**src/rtl/nibble_serial_sub.sv**
```systemverilog
// rtl/nibble_serial_sub.sv - nibble-serial WIDTH-bit subtractor built around a single 4-bit CLA slice

module cla4 (
    input  logic [3:0] x,
    input  logic [3:0] y,
    input  logic       ci,
    output logic [3:0] s,
    output logic       co
);
    logic [3:0] g;
    logic [3:0] p;
    logic [4:0] c;

    always_comb begin
        g    = x & y;
        p    = x ^ y;
        c[0] = ci;
        c[1] = g[0] | (p[0] & ci);
        c[2] = g[1] | (p[1] & g[0]) | (p[1] & p[0] & ci);
        c[3] = g[2] | (p[2] & g[1]) | (p[2] & p[1] & g[0]) | (p[2] & p[1] & p[0] & ci);
        c[4] = g[3] | (p[3] & g[2]) | (p[3] & p[2] & g[1]) | (p[3] & p[2] & p[1] & g[0])
             | (p[3] & p[2] & p[1] & p[0] & ci);
        s    = p ^ c[3:0];
        co   = c[4];
    end
endmodule

module nibble_serial_sub #(
    parameter int WIDTH = 16
) (
    input  logic             clk,
    input  logic             reset_n,
    input  logic             start,
    input  logic             abort,
    input  logic [WIDTH-1:0] a,
    input  logic [WIDTH-1:0] b,
    output logic             busy,
    output logic             done,
    output logic [WIDTH-1:0] d,
    output logic             bo,
    output logic             ovf,
    output logic             zero
);
    localparam int N  = WIDTH / 4;
    localparam int CW = (N > 1) ? $clog2(N) : 1;

    typedef enum logic [1:0] {IDLE, RUN, DONE} state_t;

    state_t           state;
    logic [WIDTH-1:0] a_sh;
    logic [WIDTH-1:0] b_sh;
    logic [WIDTH-1:0] res_sh;
    logic             carry;
    logic [CW-1:0]    cnt;
    logic             a_msb;
    logic             b_msb;

    logic [3:0]       s4;
    logic             c4;
    logic [WIDTH-1:0] res_next;
    logic             last;

    cla4 u_slice (
        .x  (a_sh[3:0]),
        .y  (b_sh[3:0]),
        .ci (carry),
        .s  (s4),
        .co (c4)
    );

    // Result fills from the top so the final nibble lands at the MSB end.
    assign res_next = {s4, res_sh[WIDTH-1:4]};
    assign last     = (cnt == CW'(N - 1));

    always_ff @(posedge clk or negedge reset_n) begin
        if (!reset_n) begin
            state  <= IDLE;
            a_sh   <= '0;
            b_sh   <= '0;
            res_sh <= '0;
            carry  <= 1'b0;
            cnt    <= '0;
            a_msb  <= 1'b0;
            b_msb  <= 1'b0;
            busy   <= 1'b0;
            done   <= 1'b0;
            d      <= '0;
            bo     <= 1'b0;
            ovf    <= 1'b0;
            zero   <= 1'b0;
        end else begin
            case (state)
                IDLE, DONE: begin
                    done <= 1'b0;
                    if (start) begin
                        a_sh  <= a;
                        b_sh  <= ~b;
                        carry <= 1'b1;
                        cnt   <= '0;
                        a_msb <= a[WIDTH-1];
                        b_msb <= b[WIDTH-1];
                        busy  <= 1'b1;
                        state <= RUN;
                    end else begin
                        busy  <= 1'b0;
                        state <= IDLE;
                    end
                end
                RUN: begin
                    if (abort) begin
                        busy  <= 1'b0;
                        state <= IDLE;
                    end else begin
                        res_sh <= res_next;
                        a_sh   <= a_sh >> 4;
                        b_sh   <= b_sh >> 4;
                        carry  <= c4;
                        if (last) begin
                            // Publish all result flags together on entry to DONE.
                            d     <= res_next;
                            bo    <= ~c4;
                            ovf   <= (a_msb != b_msb) && (res_next[WIDTH-1] != a_msb);
                            zero  <= (res_next == '0);
                            done  <= 1'b1;
                            busy  <= 1'b0;
                            state <= DONE;
                        end else begin
                            cnt <= cnt + 1'b1;
                        end
                    end
                end
                default: begin
                    busy  <= 1'b0;
                    done  <= 1'b0;
                    state <= IDLE;
                end
            endcase
        end
    end
endmodule
```
**config.mk**
```make
export PLATFORM = sky130hd
export DESIGN_NAME = nibble_serial_sub
export DESIGN_NICKNAME = d
export VERILOG_FILES = /design/src/rtl/nibble_serial_sub.sv
export SDC_FILE = /design/constraint.sdc
export NUM_CORES = 1
export LEC_CHECK = 0
export ABC_AREA = 1
export CORE_MARGIN = 2
export CORE_UTILIZATION = 45
export DETAILED_ROUTE_END_ITERATION = 16
export MAX_ROUTING_LAYER = met4
export PLACE_DENSITY = 0.74
export SLEW_MARGIN = 5
export SYNTH_ARGS = -nofsm -noshare
export SYNTH_HDL_FRONTEND = slang
export SYNTH_HIERARCHICAL = 1
export SYNTH_SLANG_ARGS = --single-unit
```
**constraint.sdc**
```tcl
create_clock -name clk -period 2.5 [get_ports clk]
set_input_delay 0.5 -clock clk [delete_from_list [all_inputs] [get_ports clk]]
set_output_delay 0.5 -clock clk [all_outputs]
set_load 0.05 [all_outputs]
```
==> results.sh, run 1 <==
export IMPL_dp_slack_ps=628
export IMPL_clk_path_buf_depth=2
export IMPL_path_depth=1
export IMPL_numCtsBuffers=9
export IMPL_cp_slowest_cell="clkdlybuf4s50_1"
export IMPL_grt_max_degree=51
export IMPL_die_area_sq_mm=0.00799
export IMPL_grt_pass1_wl_um=11800
export IMPL_syn_inst=393
export IMPL_gr_usage_all_layers=0.196
export IMPL_criticalPathCategory="reg -> out"
export IMPL_ctsResizeCount=0
export IMPL_yosysWarnings=6
export IMPL_place_gp_congestion=0.848
export IMPL_worst_slew_pin_slew_ps=745
export IMPL_fin_total_pwr_uw=5120
export IMPL_antenna_found_initial=0
export IMPL_syn_area_sq_mm=0.00328
export IMPL_final_core_util=0.582
export IMPL_vias=2672
export IMPL_dp_cells=535
export IMPL_cp_cell_sequence="clkdlybuf4s50_1"
export IMPL_cts_tree="built"
export IMPL_setup_viol=0
export IMPL_synthSimpleGateAreaFrac=0.225
export IMPL_drtIter0Drc=132
export IMPL_dp_hpwl_um=4690
export IMPL_drv_slew=0
export IMPL_synth_cell_types=24
export IMPL_yosysSeqAreaShare=0.549
export IMPL_critPathMaxStageDelay_ps=810
export IMPL_io_pin_count=57
export IMPL_power_leakage_uw=0.00203
export IMPL_status="completed"
export IMPL_synth_fa_ha_area_frac=0.0252
export IMPL_cts_hold_buf=0
export IMPL_fin_cells=551
export IMPL_die_height_um=89.4
export IMPL_avgSynthCellArea_sq_um=8.35
export IMPL_required_ps=2000
export IMPL_setup_ws_ps=470
export IMPL_drv_cap=0
export IMPL_gr_total_overflow=0
export IMPL_core_area_sq_mm=0.00714
export IMPL_drive_gt1_frac=0.0664
export IMPL_grt_pass1_vias=2622
export IMPL_antennaDiodeCount=0
export IMPL_firstDrtPassIters=4
export IMPL_clkTransAtPathRegs_ps=80
export IMPL_viasPerCell=4.85
export IMPL_rows=31
export IMPL_skew_ps=8.36
export IMPL_area_growth_pct=26.6
export IMPL_finalCritPeriodShare=0.812
export IMPL_rsz0062_at_grt="false"
export IMPL_synthMuxAreaShare=0
export IMPL_period_minus_slack_ps=2030
export IMPL_synth_xor_area_frac=0.00267
export IMPL_ff2ff_path_depth=11
export IMPL_synth_top_family_by_area="simple AND/OR/NAND/NOR gates"
export IMPL_min_path_type="in -> async"
export IMPL_post_cts_buffers=0
export IMPL_p_per_area_mw_per_mm2=1230
export IMPL_critPathLaunchType="register"
export IMPL_syn_num_nets=435
export IMPL_nets=489
export IMPL_routed_wl_um=6740
export IMPL_cts_max_level=3
export IMPL_final_setup_tns_ps=0
export IMPL_clk_latency_ps=350
export IMPL_synth_compound_area_frac=0.108
export IMPL_slew_headroom=0.503
export IMPL_peakVddDrop_mv=0.398
export IMPL_start_util=0.460
export IMPL_worstSetupEndpointType="primary output"
export IMPL_crit_arrival_ps=1530
export IMPL_dieWidth_um=89.4
export IMPL_hold_violations=0
export IMPL_drc=0
export IMPL_path_delay_family="buffers and inverters"
export IMPL_place_port_buffers=56
export IMPL_path_max_fanout=2
export IMPL_synth_seq_cells=72
export IMPL_cts_root_buf="clkbuf_8"
export IMPL_wl_per_cell_um=12.2
export IMPL_final_antenna_net_count=0
export IMPL_max_freq_mhz=493
export IMPL_crit_buf_inv=1
export IMPL_cts_sink_count=72
## layout by cell type (no fill, tap or decap), types with 3 or more instances in the layout
| cell type | instances |
|---|---|
| nand2_1 | 110 |
| dfrtp_1 | 72 |
| o21ai_1 | 57 |
| clkdlybuf4s50_1 | 55 |
| inv_1 | 49 |
| nand3_1 | 34 |
| nor2_1 | 19 |
| clkbuf_8 | 9 |
| a21oi_1 | 6 |
| ha_1 | 5 |
| o22ai_1 | 4 |
| nand2_2 | 3 |
| o21ai_0 | 3 |
| bufinv_16 | 3 |
| buf_4 | 3 |
## sequential cells by signal, summed over array words and instances, names as in the netlist, 2 cells and up
name,cells
a_sh,16
state,2
d,16
cnt,2
res_sh,12
b_sh,16
## logic make-up after synthesis
kind of cell / Yosys count
AO/OA/AOI/OAI: 70
XOR/XNOR: 1
adder cells (fa/ha/maj): 6
buffers and inverters: 69
flip-flops: 72
AND/OR/NAND/NOR: 175
## synthesized netlist by cell type
cell type / number / area share
nor2_1: 19 / 0.022
dfrtp_1: 72 / 0.55
nand2_1: 110 / 0.13
nand2_2: 3 / 0.0057
fa_1: 1 / 0.0061
nand3_1: 34 / 0.052
o22ai_1: 4 / 0.0076
a21oi_1: 6 / 0.0092
nand2_4: 1 / 0.0034
clkbuf_1: 3 / 0.0034
inv_2: 2 / 0.0023
nor2_4: 1 / 0.0034
nand4_1: 2 / 0.0038
inv_1: 49 / 0.056
ha_1: 5 / 0.019
nor3_1: 2 / 0.0031
o21ai_1: 57 / 0.087
buf_6: 2 / 0.0069
buf_4: 2 / 0.0046
xnor2_1: 1 / 0.0027
or2_0: 1 / 0.0019
nor2_2: 2 / 0.0038
o21ai_0: 3 / 0.0046
buf_2: 11 / 0.017
## layer usage
metal | routed length, um | vias to the layer above | global-route usage
met2 | 3110 | 80 | 0.306
met1 | 3150 | 1221 | 0.249
li1 | - | 1357 | -
met5 | 0 | - | -
met3 | 344 | 14 | 0.0369
met4 | 130 | 0 | 0.0868
## power by group
group          internal, uW  switching, uW
sequential             1620            272
combinational           773           1370
clock                   659            427
## final timing paths
path                                 to  startpoint  slack (ps)
worst max-delay path                 bo          bo         470
max in group asynchronous       b_sh[6]     reset_n        1620
worst min register to register     d[2]        d[2]         480
min in group clk                   d[2]        d[2]         480
worst max register to register     zero     b_sh[2]         770
worst min-delay path               d[4]     reset_n         220
## through the flow
stage | area (sq um) | hold slack [ps]
global placement | 3920 | 455
finish | 4150 | 216
CTS | 4150 | 213
detailed placement | 3920 | 462
floorplan | 3280 | 204
global route | 4150 | 266
## cell type report
type | count | area, sq um
Clock buffer | 10 | 128
Clock inverter | 6 | 108
Fill cell | 655 | 2980
Inverter | 51 | 191
Multi-Input combinational cell | 252 | 1180
Sequential cell | 72 | 1800
Tap cell | 99 | 124
Timing Repair Buffer | 61 | 618
Note: power is estimated with default switching activity, not from simulation.
==> inputs of run 2 (changes only) <==
- clock period: 2.5 -> 2.1 ns (I/O delays scaled with it)
==> run 2 against run 1 <==
Compared with the run above: cell count is 0.36% higher; via count grew 2.2%; global-route usage rose by 0.85 points; clock power increased by 33%; final area up 1.2%; register-to-register slack worse by 380 ps; critical endpoint unchanged.
==> results.sh, run 2 (synthesis gave the netlist of run 1 again) <==
export IMPL_min_path_type="in -> async"
export IMPL_criticalPathCategory="reg -> out"
export IMPL_area_growth_pct=28.1
export IMPL_path_delay_family="buffers and inverters"
export IMPL_antenna_found_initial=0
export IMPL_die_area_sq_mm=0.00799
export IMPL_clkPwrFrac=0.232
export IMPL_place_port_buffers=56
export IMPL_cts_hold_buf=0
export IMPL_setup_viol=0
export IMPL_cts_max_level=3
export IMPL_final_setup_tns_ps=0
export IMPL_drtIter0Drc=90
export IMPL_rows=31
export IMPL_viasPerCell=4.94
export IMPL_final_antenna_net_count=0
export IMPL_reg_top3="a_sh x16, b_sh x16, d x16"
export IMPL_final_common_cell="nand2_1"
export IMPL_rsz0062_at_grt="false"
export IMPL_grt_max_degree=73
export IMPL_ctsResizeCount=0
export IMPL_power_leakage_uw=0.00205
export IMPL_reg2reg_setup_slack_ps=390
export IMPL_clk_latency_ps=350
export IMPL_intPower_uw=3800
export IMPL_critPathMaxStageDelay_ps=810
export IMPL_gr_usage_all_layers=0.205
export IMPL_peakVddDrop_mv=0.511
export IMPL_final_core_util=0.589
export IMPL_io_pin_count=57
export IMPL_cts_sink_count=72
export IMPL_drv_cap=0
export IMPL_crit_arrival_ps=1540
export IMPL_post_cts_buffers=0
export IMPL_dp_slack_ps=277
export IMPL_cts_root_buf="clkbuf_8"
export IMPL_hold_violations=0
export IMPL_vias=2731
export IMPL_firstDrtPassIters=5
export IMPL_crit_buf_inv=1
export IMPL_p_per_area_mw_per_mm2=1490
export IMPL_dieWidth_um=89.4
export IMPL_ff2ff_path_depth=10
export IMPL_gr_total_overflow=0
export IMPL_clk_path_buf_depth=2
export IMPL_skew_ps=6.96
export IMPL_worstSetupEndpointType="primary output"
export IMPL_setup_ws_ps=145
export IMPL_place_gp_congestion=0.803
export IMPL_grt_pass1_vias=2628
export IMPL_wl_per_cell_um=12.4
export IMPL_period_minus_slack_ps=1960
export IMPL_drive_gt1_frac=0.0705
export IMPL_numCtsBuffers=9
export IMPL_worst_slew_pin_slew_ps=583
export IMPL_swShare=0.393
export IMPL_path_max_fanout=2
export IMPL_seq_power_share=0.357
export IMPL_dp_hpwl_um=4760
export IMPL_pwr_share_comb=0.411
export IMPL_critPathLaunchType="register"
export IMPL_grt_pass1_wl_um=12100
export IMPL_cp_cell_sequence="clkdlybuf4s50_1"
export IMPL_cts_tree="built"
export IMPL_antennaDiodeCount=0
export IMPL_routed_wl_um=6880
export IMPL_max_freq_mhz=511
export IMPL_status="completed"
export IMPL_slew_headroom=0.610
export IMPL_r2r_end="ovf"
export IMPL_die_height_um=89.4
export IMPL_nets=491
export IMPL_p_sw_uw=2460
export IMPL_clkTransAtPathRegs_ps=70
export IMPL_drc=0
export IMPL_required_ps=1680
export IMPL_cp_slowest_cell="clkdlybuf4s50_1"
export IMPL_hold_worst_slack_ps=94.7
export IMPL_start_util=0.460
export IMPL_layout_common_cells="nand2_1 (110), dfrtp_1 (72), o21ai_1 (57)"
export IMPL_drv_slew=0
export IMPL_r2r_start="b_sh[2]"
export IMPL_finalCritPeriodShare=0.931
export IMPL_core_area_sq_mm=0.00714
==> run 2: area by class of cell <==
| cell class | count | area [sq um] |
|---|---|---|
| multi-input cells | 252 | 1180 |
| clock inverters | 5 | 128 |
| well taps | 99 | 124 |
| repair buffers | 63 | 633 |
| fillers | 664 | 2930 |
| inverters | 51 | 191 |
| flip-flops and latches | 72 | 1800 |
| clock buffers | 11 | 141 |
==> run 2: how the worst max path moves through the flow <==
stage / end / from / slack [ps] / cells past startpoint
floorplan: zero / b_sh[2] / 560 / 11
detailed placement: b_sh[9] / start / 280 / 8
global placement: d[11] / abort / 300 / 5
finish: bo / bo / 140 / 1
global route: done / done / 100 / 1
CTS: d[11] / d[11] / 130 / 1
==> run 2: power groups by stage <==
stage | Clock [uW] | Sequential, uW | Combinational, uW
floorplan | 0 | 2610 | 1470
global placement | 0 | 2240 | 2510
detailed placement | 0 | 2260 | 2580
CTS | 1480 | 2230 | 2600
global route | 1530 | 2300 | 2940
finish | 1450 | 2230 | 2570
==> run 2: per-layer routing <==
metal / wire [um] / up-vias / global-route usage
li1: - / 1361 / -
met1: 3180 / 1270 / 0.271
met2: 3200 / 86 / 0.309
met3: 344 / 14 / 0.0369
met4: 153 / 0 / 0.0909
met5: 0 / - / -
==> run 2: metrics by stage <==
stage	power, uW	cell area [sq um]	cells
floorplan	4080	3280	393
finish	6260	4200	553
global placement	4740	3930	537
CTS	6310	4200	553
detailed placement	4830	3930	537
global route	6780	4200	553
